<file path="src/rtl/button_repeat_ctrl.sv">
// button_repeat_ctrl
//   Turns four raw push buttons into debounced levels and single-cycle step
//   pulses, with hold-to-repeat behaviour.
//   Each button is synchronized, debounced, and fed to a small FSM that
//   emits a first pulse, waits HOLD_CYCLES, and then repeats every
//   RPT_CYCLES. The FSM locks out both buttons of an opposing pair
//   (inc/dec) while both are held.
//
// Ports
//   clk_100MHz : system clock
//   reset      : synchronous, active-high reset
//   btn_raw    : raw buttons [0]=inc hour [1]=dec hour [2]=inc min [3]=dec min
//   btn_level  : debounced level per button, same bit order as btn_raw
//   inc_hr, dec_hr, inc_min, dec_min : single-cycle step pulses
module button_repeat_ctrl #(
  parameter int unsigned DB_CYCLES   = 1_000_000,
  parameter int unsigned HOLD_CYCLES = 50_000_000,
  parameter int unsigned RPT_CYCLES  = 10_000_000
) (
  input  logic       clk_100MHz,
  input  logic       reset,
  input  logic [3:0] btn_raw,
  output logic [3:0] btn_level,
  output logic       inc_hr,
  output logic       dec_hr,
  output logic       inc_min,
  output logic       dec_min
);

  localparam int unsigned MAX_CYC = (HOLD_CYCLES > RPT_CYCLES) ? HOLD_CYCLES : RPT_CYCLES;
  localparam int unsigned DW      = $clog2(DB_CYCLES + 1);
  localparam int unsigned CW      = $clog2(MAX_CYC + 1);

  // Terminal counts: the level flips / a pulse fires on the edge at which
  // the counter would reach the full cycle count.
  localparam logic [DW-1:0] DB_LAST   = DW'(DB_CYCLES - 1);
  localparam logic [CW-1:0] HOLD_LAST = CW'(HOLD_CYCLES - 1);
  localparam logic [CW-1:0] RPT_LAST  = CW'(RPT_CYCLES - 1);

  typedef enum logic [2:0] {
    S_IDLE,
    S_FIRST,
    S_HOLD,
    S_REPEAT,
    S_LOCK
  } state_e;

  logic [3:0] sync1_q;
  logic [3:0] sync2_q;
  logic [3:0] level_q;
  logic [3:0] level_d;
  logic [3:0] pulse;

  always_ff @(posedge clk_100MHz) begin
    if (reset) begin
      sync1_q <= '0;
      sync2_q <= '0;
      level_q <= '0;
    end else begin
      sync1_q <= btn_raw;
      sync2_q <= sync1_q;
      level_q <= level_d;
    end
  end

  for (genvar g = 0; g < 4; g++) begin : g_btn
    localparam int unsigned PARTNER = g ^ 1;

    logic [DW-1:0] db_cnt_q;
    logic [DW-1:0] db_cnt_d;
    logic          lvl_d;
    state_e        state_q;
    logic [CW-1:0] rpt_cnt_q;
    logic          pulse_q;
    logic          own;
    logic          par;

    assign own = level_q[g];
    assign par = level_q[PARTNER];

    // Debounce: count consecutive disagreeing samples, flip on terminal count.
    always_comb begin
      lvl_d    = level_q[g];
      db_cnt_d = '0;
      if (sync2_q[g] != level_q[g]) begin
        if (db_cnt_q == DB_LAST) begin
          lvl_d = ~level_q[g];
        end else begin
          db_cnt_d = db_cnt_q + 1'b1;
        end
      end
    end

    assign level_d[g] = lvl_d;

    always_ff @(posedge clk_100MHz) begin
      if (reset) begin
        db_cnt_q <= '0;
      end else begin
        db_cnt_q <= db_cnt_d;
      end
    end

    // The first pulse is registered on the IDLE->FIRST edge so it appears
    // one edge after btn_level rises; the counter then tracks edges since
    // the most recent pulse.
    always_ff @(posedge clk_100MHz) begin
      if (reset) begin
        state_q   <= S_IDLE;
        rpt_cnt_q <= '0;
        pulse_q   <= 1'b0;
      end else begin
        pulse_q <= 1'b0;
        unique case (state_q)
          S_IDLE: begin
            if (own) begin
              if (par) begin
                state_q <= S_LOCK;
              end else begin
                state_q   <= S_FIRST;
                pulse_q   <= 1'b1;
                rpt_cnt_q <= '0;
              end
            end
          end
          S_FIRST, S_HOLD: begin
            if (!own) begin
              state_q <= S_IDLE;
            end else if (par) begin
              state_q <= S_LOCK;
            end else if (rpt_cnt_q == HOLD_LAST) begin
              state_q   <= S_REPEAT;
              pulse_q   <= 1'b1;
              rpt_cnt_q <= '0;
            end else begin
              state_q   <= S_HOLD;
              rpt_cnt_q <= (rpt_cnt_q == '1) ? rpt_cnt_q : rpt_cnt_q + 1'b1;
            end
          end
          S_REPEAT: begin
            if (!own) begin
              state_q <= S_IDLE;
            end else if (par) begin
              state_q <= S_LOCK;
            end else if (rpt_cnt_q == RPT_LAST) begin
              pulse_q   <= 1'b1;
              rpt_cnt_q <= '0;
            end else begin
              rpt_cnt_q <= (rpt_cnt_q == '1) ? rpt_cnt_q : rpt_cnt_q + 1'b1;
            end
          end
          S_LOCK: begin
            if (!own) begin
              state_q <= S_IDLE;
            end
          end
          default: state_q <= S_IDLE;
        endcase
      end
    end

    assign pulse[g] = pulse_q;
  end

  assign btn_level = level_q;
  assign inc_hr    = pulse[0];
  assign dec_hr    = pulse[1];
  assign inc_min   = pulse[2];
  assign dec_min   = pulse[3];

endmodule

</file>
<file path="config.mk">
export PLATFORM = sky130hd
export DESIGN_NAME = button_repeat_ctrl
export DESIGN_NICKNAME = d
export VERILOG_FILES = /design/src/rtl/button_repeat_ctrl.sv
export SDC_FILE = /design/constraint.sdc
export NUM_CORES = 1
export LEC_CHECK = 0
export ABC_AREA = 0
export BUFFER_PORTS_ARGS = -buffer_cell sky130_fd_sc_hd__buf_2
export CAP_MARGIN = 20
export CORE_MARGIN = 2
export CORE_UTILIZATION = 35
export CTS_BUF_LIST = sky130_fd_sc_hd__clkbuf_16
export CTS_CLUSTER_DIAMETER = 60
export DETAILED_ROUTE_END_ITERATION = 10
export PLACE_DENSITY = 0.58
export SYNTH_ARGS = -nofsm -noshare
export SYNTH_HDL_FRONTEND = slang
export SYNTH_SLANG_ARGS = --single-unit
</file>
<file path="constraint.sdc">
create_clock -name clk_100MHz -period 2.2 [get_ports clk_100MHz]
set_clock_uncertainty 0.2 [all_clocks]
set_input_delay 0.22 -clock clk_100MHz [delete_from_list [all_inputs] [get_ports clk_100MHz]]
set_output_delay 0.22 -clock clk_100MHz [all_outputs]
set_load 0.02 [all_outputs]
</file>
==> run_results.csv <==
group,metric,value,unit
run_status,outcome,"finished with violations",
run_status,violations,"setup timing",
route,wl_per_cell,13.46,um
cts,numCtsBuffers,25,
floorplanning,boundaryPins,14,
yosys,synth_cell_types,71,
timing,finalSetupViolations,25,
finish,fin_nets,1352,
yosys,synth_xor_area_share,12.21,%
place,dpl.hpwl,15.88,mm
setup_path,crit_type,"reg2reg",
finish,final_core_util,45.71,%
min_path,min_path_cells,1,
min_path,min_path_type,"reg2reg",
yosys,synthFlopType,"dfxtp_1",
cts,clk_pin_slew,0.06,ns
finish,final_layout_size_suffix_gt1_share,22.29,%
setup_path,crit_required,2.39,ns
yosys,synth.cell_area,10120,um2
global_routing,grt_pass1_wl,38.89,mm
yosys,synth_cells,1187,
setup_path,endpoint_kind,"flop",
place,port_buffers,13,
cts,cts_tree,"built",
floorplanning,die_area,30280,um2
yosys,synth_top_area_share,41.95,%
yosys,yosysMostFrequentCell,"dfxtp_1",
timing,rsz0062_at_grt,"yes",
yosys,synthArstFlopShare,0,%
finish,fillers,2771,
power_and_ir_drop,p_total,7.870,mW
setup_path,cpMaxStageDelayCell,"or3_1",
timing,worst_slew_margin_rel,58.44,%
setup_path,crit_cells,8,
power_and_ir_drop,peakVddDrop,602.1,uV
global_routing,grt_start_max_net_pins,49,
yosys,synth_seq_area_share,41.95,%
setup_path,crit_start,"g_btn[0].rpt_cnt_q[21]",
global_routing,gr-usage-all-layers,14.90,%
place,gp_congestion,0.8176,
yosys,synth_top_family_by_area,"simple AND/OR/NAND/NOR gates",
setup_path,path_max_fanout,6,
route,route.detailed.vias_per_inst,5.071,
setup_path,crit_family,"simple AND/OR/NAND/NOR gates",
timing,final.setup.tns,-1.156,ns
route,ant_nets,0,
cts,clock_latency,0.51,ns
setup_path,cp_num_buf_inv,2,
setup_path,crit_path_end,"g_btn[0].rpt_cnt_q[1]",
cts,h-tree-depth,1,
yosys,avgSynthCellArea,8.522,um2
yosys,syn_nets,1201,
place,preCtsSetupSlack,-0.06548,ns
setup_path,cp_cell_sequence,"nor4b_2 -> buf_4 -> nand4_1 -> or3_1 -> a31o_2 -> o21bai_4 -> clkbuf_16 -> a21oi_1",
job,max_cap_violations,0,
finish,multi_input_area,5981,um2
power_and_ir_drop,p_per_area,603.1,nW/um2
setup_path,r2r_slack,-0.07,ns
setup_path,cp-start-kind,"flop",
route,vias,8819,
setup_path,r2r_cells,8,
power_and_ir_drop,p_int,6.191,mW
floorplanning,core_area,28550,um2
power_and_ir_drop,leakagePower,4.665,nW
floorplanning,chipHeight,174.0,um
timing,final-hold-violation-count,0,
floorplanning,rows,62,
route,firstDrtPassIters,5,
setup_path,max_stage_delay,0.39,ns
yosys,yosys.area_share.simple,33.46,%
yosys,synth_warnings,0,
power_and_ir_drop,netSwitchingFraction,21.33,%
timing,min_period,2.270,ns
yosys,synthAdderAreaFrac,0.9895,%
timing,tightest_slew,0.6227,ns
route,totalWireLength,23.40,mm
global_routing,antenna_found_initial,0,
yosys,ys_seq_elements,212,
power_and_ir_drop,p_sw,1.679,mW
timing,hold_slack,0.2432,ns
finish,regArea,4273,um2
route,first_iter_violations,576,
yosys,synth_compound_area_share,7.050,%
timing,drv_slew,0,
floorplanning,start_util,35.44,%
cts,cts_buffer_depth,3,
timing,period_share,103.2,%
power_and_ir_drop,p_comb_share,1.6,%
finish,area.growth.synth_to_final,29.00,%
setup_path,regToRegStartpoint,"g_btn[0].rpt_cnt_q[21]",
yosys,synth_mux_area_share,1.187,%
global_routing,gr-total-overflow,0,
cts,cts-root-buf,"clkbuf_16",
setup_path,timing.rr.end,"g_btn[0].rpt_cnt_q[1]",
timing,fmax,0.4406,GHz
floorplanning,die_w,174.0,um
finish,diodes,0,
yosys,synth_area_leader_cell,"dfxtp_1",
global_routing,grt_pass1_vias,8247,
yosys,synth_commonest_cells,"dfxtp_1, nor2_1, xor2_1, nand3_1, nand2_1",
setup_path,arrival,2.46,ns
cts,cts.sink_count,212,
yosys,synth_edf_count,0,
power_and_ir_drop,pwr-share-clk,49.4,%
yosys,netlist_top_cells_area,"dfxtp_1, xor2_1, nor2_1",
power_and_ir_drop,seqPwrFrac,48.9,%
timing,fin_ws,-0.06974,ns
route,drc,0,
[flip-flops by register name, indices dropped and copies added, names as in the netlist]
signal and count:
g_btn.rpt_cnt_q 104, g_btn.db_cnt_q 80, g_btn.state_q 12, btn_level 4, sync1_q 4, sync2_q 4
dec_hr 1, dec_min 1, inc_hr 1, inc_min 1
[worst min path at each step]
| stage | startpoint | endpoint | slack (ns) |
|---|---|---|---|
| 2_1_floorplan | btn_raw[0] | sync1_q[0] | 0.15 |
| 3_3_place_gp | sync1_q[2] | sync2_q[2] | 0.22 |
| 3_5_place_dp | sync1_q[1] | sync2_q[1] | 0.23 |
| 4_1_cts | sync1_q[2] | sync2_q[2] | 0.25 |
| 5_1_grt | sync1_q[1] | sync2_q[1] | 0.26 |
| 6_report | sync1_q[2] | sync2_q[2] | 0.24 |
[logic make-up after synthesis]
| kind of cell | Yosys count |
|---|---|
| compound gates | 107 |
| xor+xnor | 141 |
| fa+ha+maj | 8 |
| buf+inv | 68 |
| flops | 212 |
| mux | 12 |
| simple gates | 639 |
[final cells by class]
class                   instances  area share [%]
multi-input cells             907           45.83
flip-flops and latches        212           32.74
repair buffers                178           11.46
clock buffers                  25           4.794
well taps                     384           3.682
clock inverters                19           1.093
inverters                      14          0.4027
[power groups by stage]
stage	Combinational (mW)	Sequential [mW]	Clock, mW
after CTS	0.116	3.85	4.00
after floorplan	0.0610	3.94	0
after detailed placement	0.104	3.94	0
after global routing	0.140	3.85	4.18
final	0.128	3.85	3.89
after global placement	0.104	3.94	0
[what timing repair did]
item | in CTS | in global routing
endpoints found under the setup margin | 25 | 100
cloned | 0 | 5
hold buffers | 8 | 0
resized for setup | 6 | 94
pin swaps | 0 | 30
setup buffers | 0 | 4
hold endpoints to repair | 16 | 0
[layout by cell type (no fill, tap or decap), types with 8 or more instances in the layout]
master         instances
nor3_1                33
dfxtp_2               17
nand2_1               78
and3_1                33
dlygate4sd3_1          8
inv_1                 20
clkbuf_16             29
mux2i_1               12
nor4_1                17
a21oi_1               21
xor2_1                92
buf_4                140
nor2b_1               13
nor2_1               193
xnor2_1               49
o21ai_0               12
and2_1                12
nand4_1               57
dfxtp_1              193
a31oi_1               19
and4_1                25
buf_2                 13
nand3_1               91
[stage by stage]
stage | cells | instance area, um2
2_1_floorplan | 1187 | 10170
3_3_place_gp | 1680 | 11640
3_5_place_dp | 1680 | 11640
4_1_cts | 1732 | 12520
5_1_grt | 1739 | 13050
6_report | 1739 | 13050
[metal layers]
metal | global-route usage (%) | routed length (um)
met1 | 20.31 | 11460
met2 | 24.54 | 10670
met3 | 2.253 | 741
met4 | 4.132 | 529
met5 | 0 | 0
No activity file was read; power rests on OpenSTA's default activity.
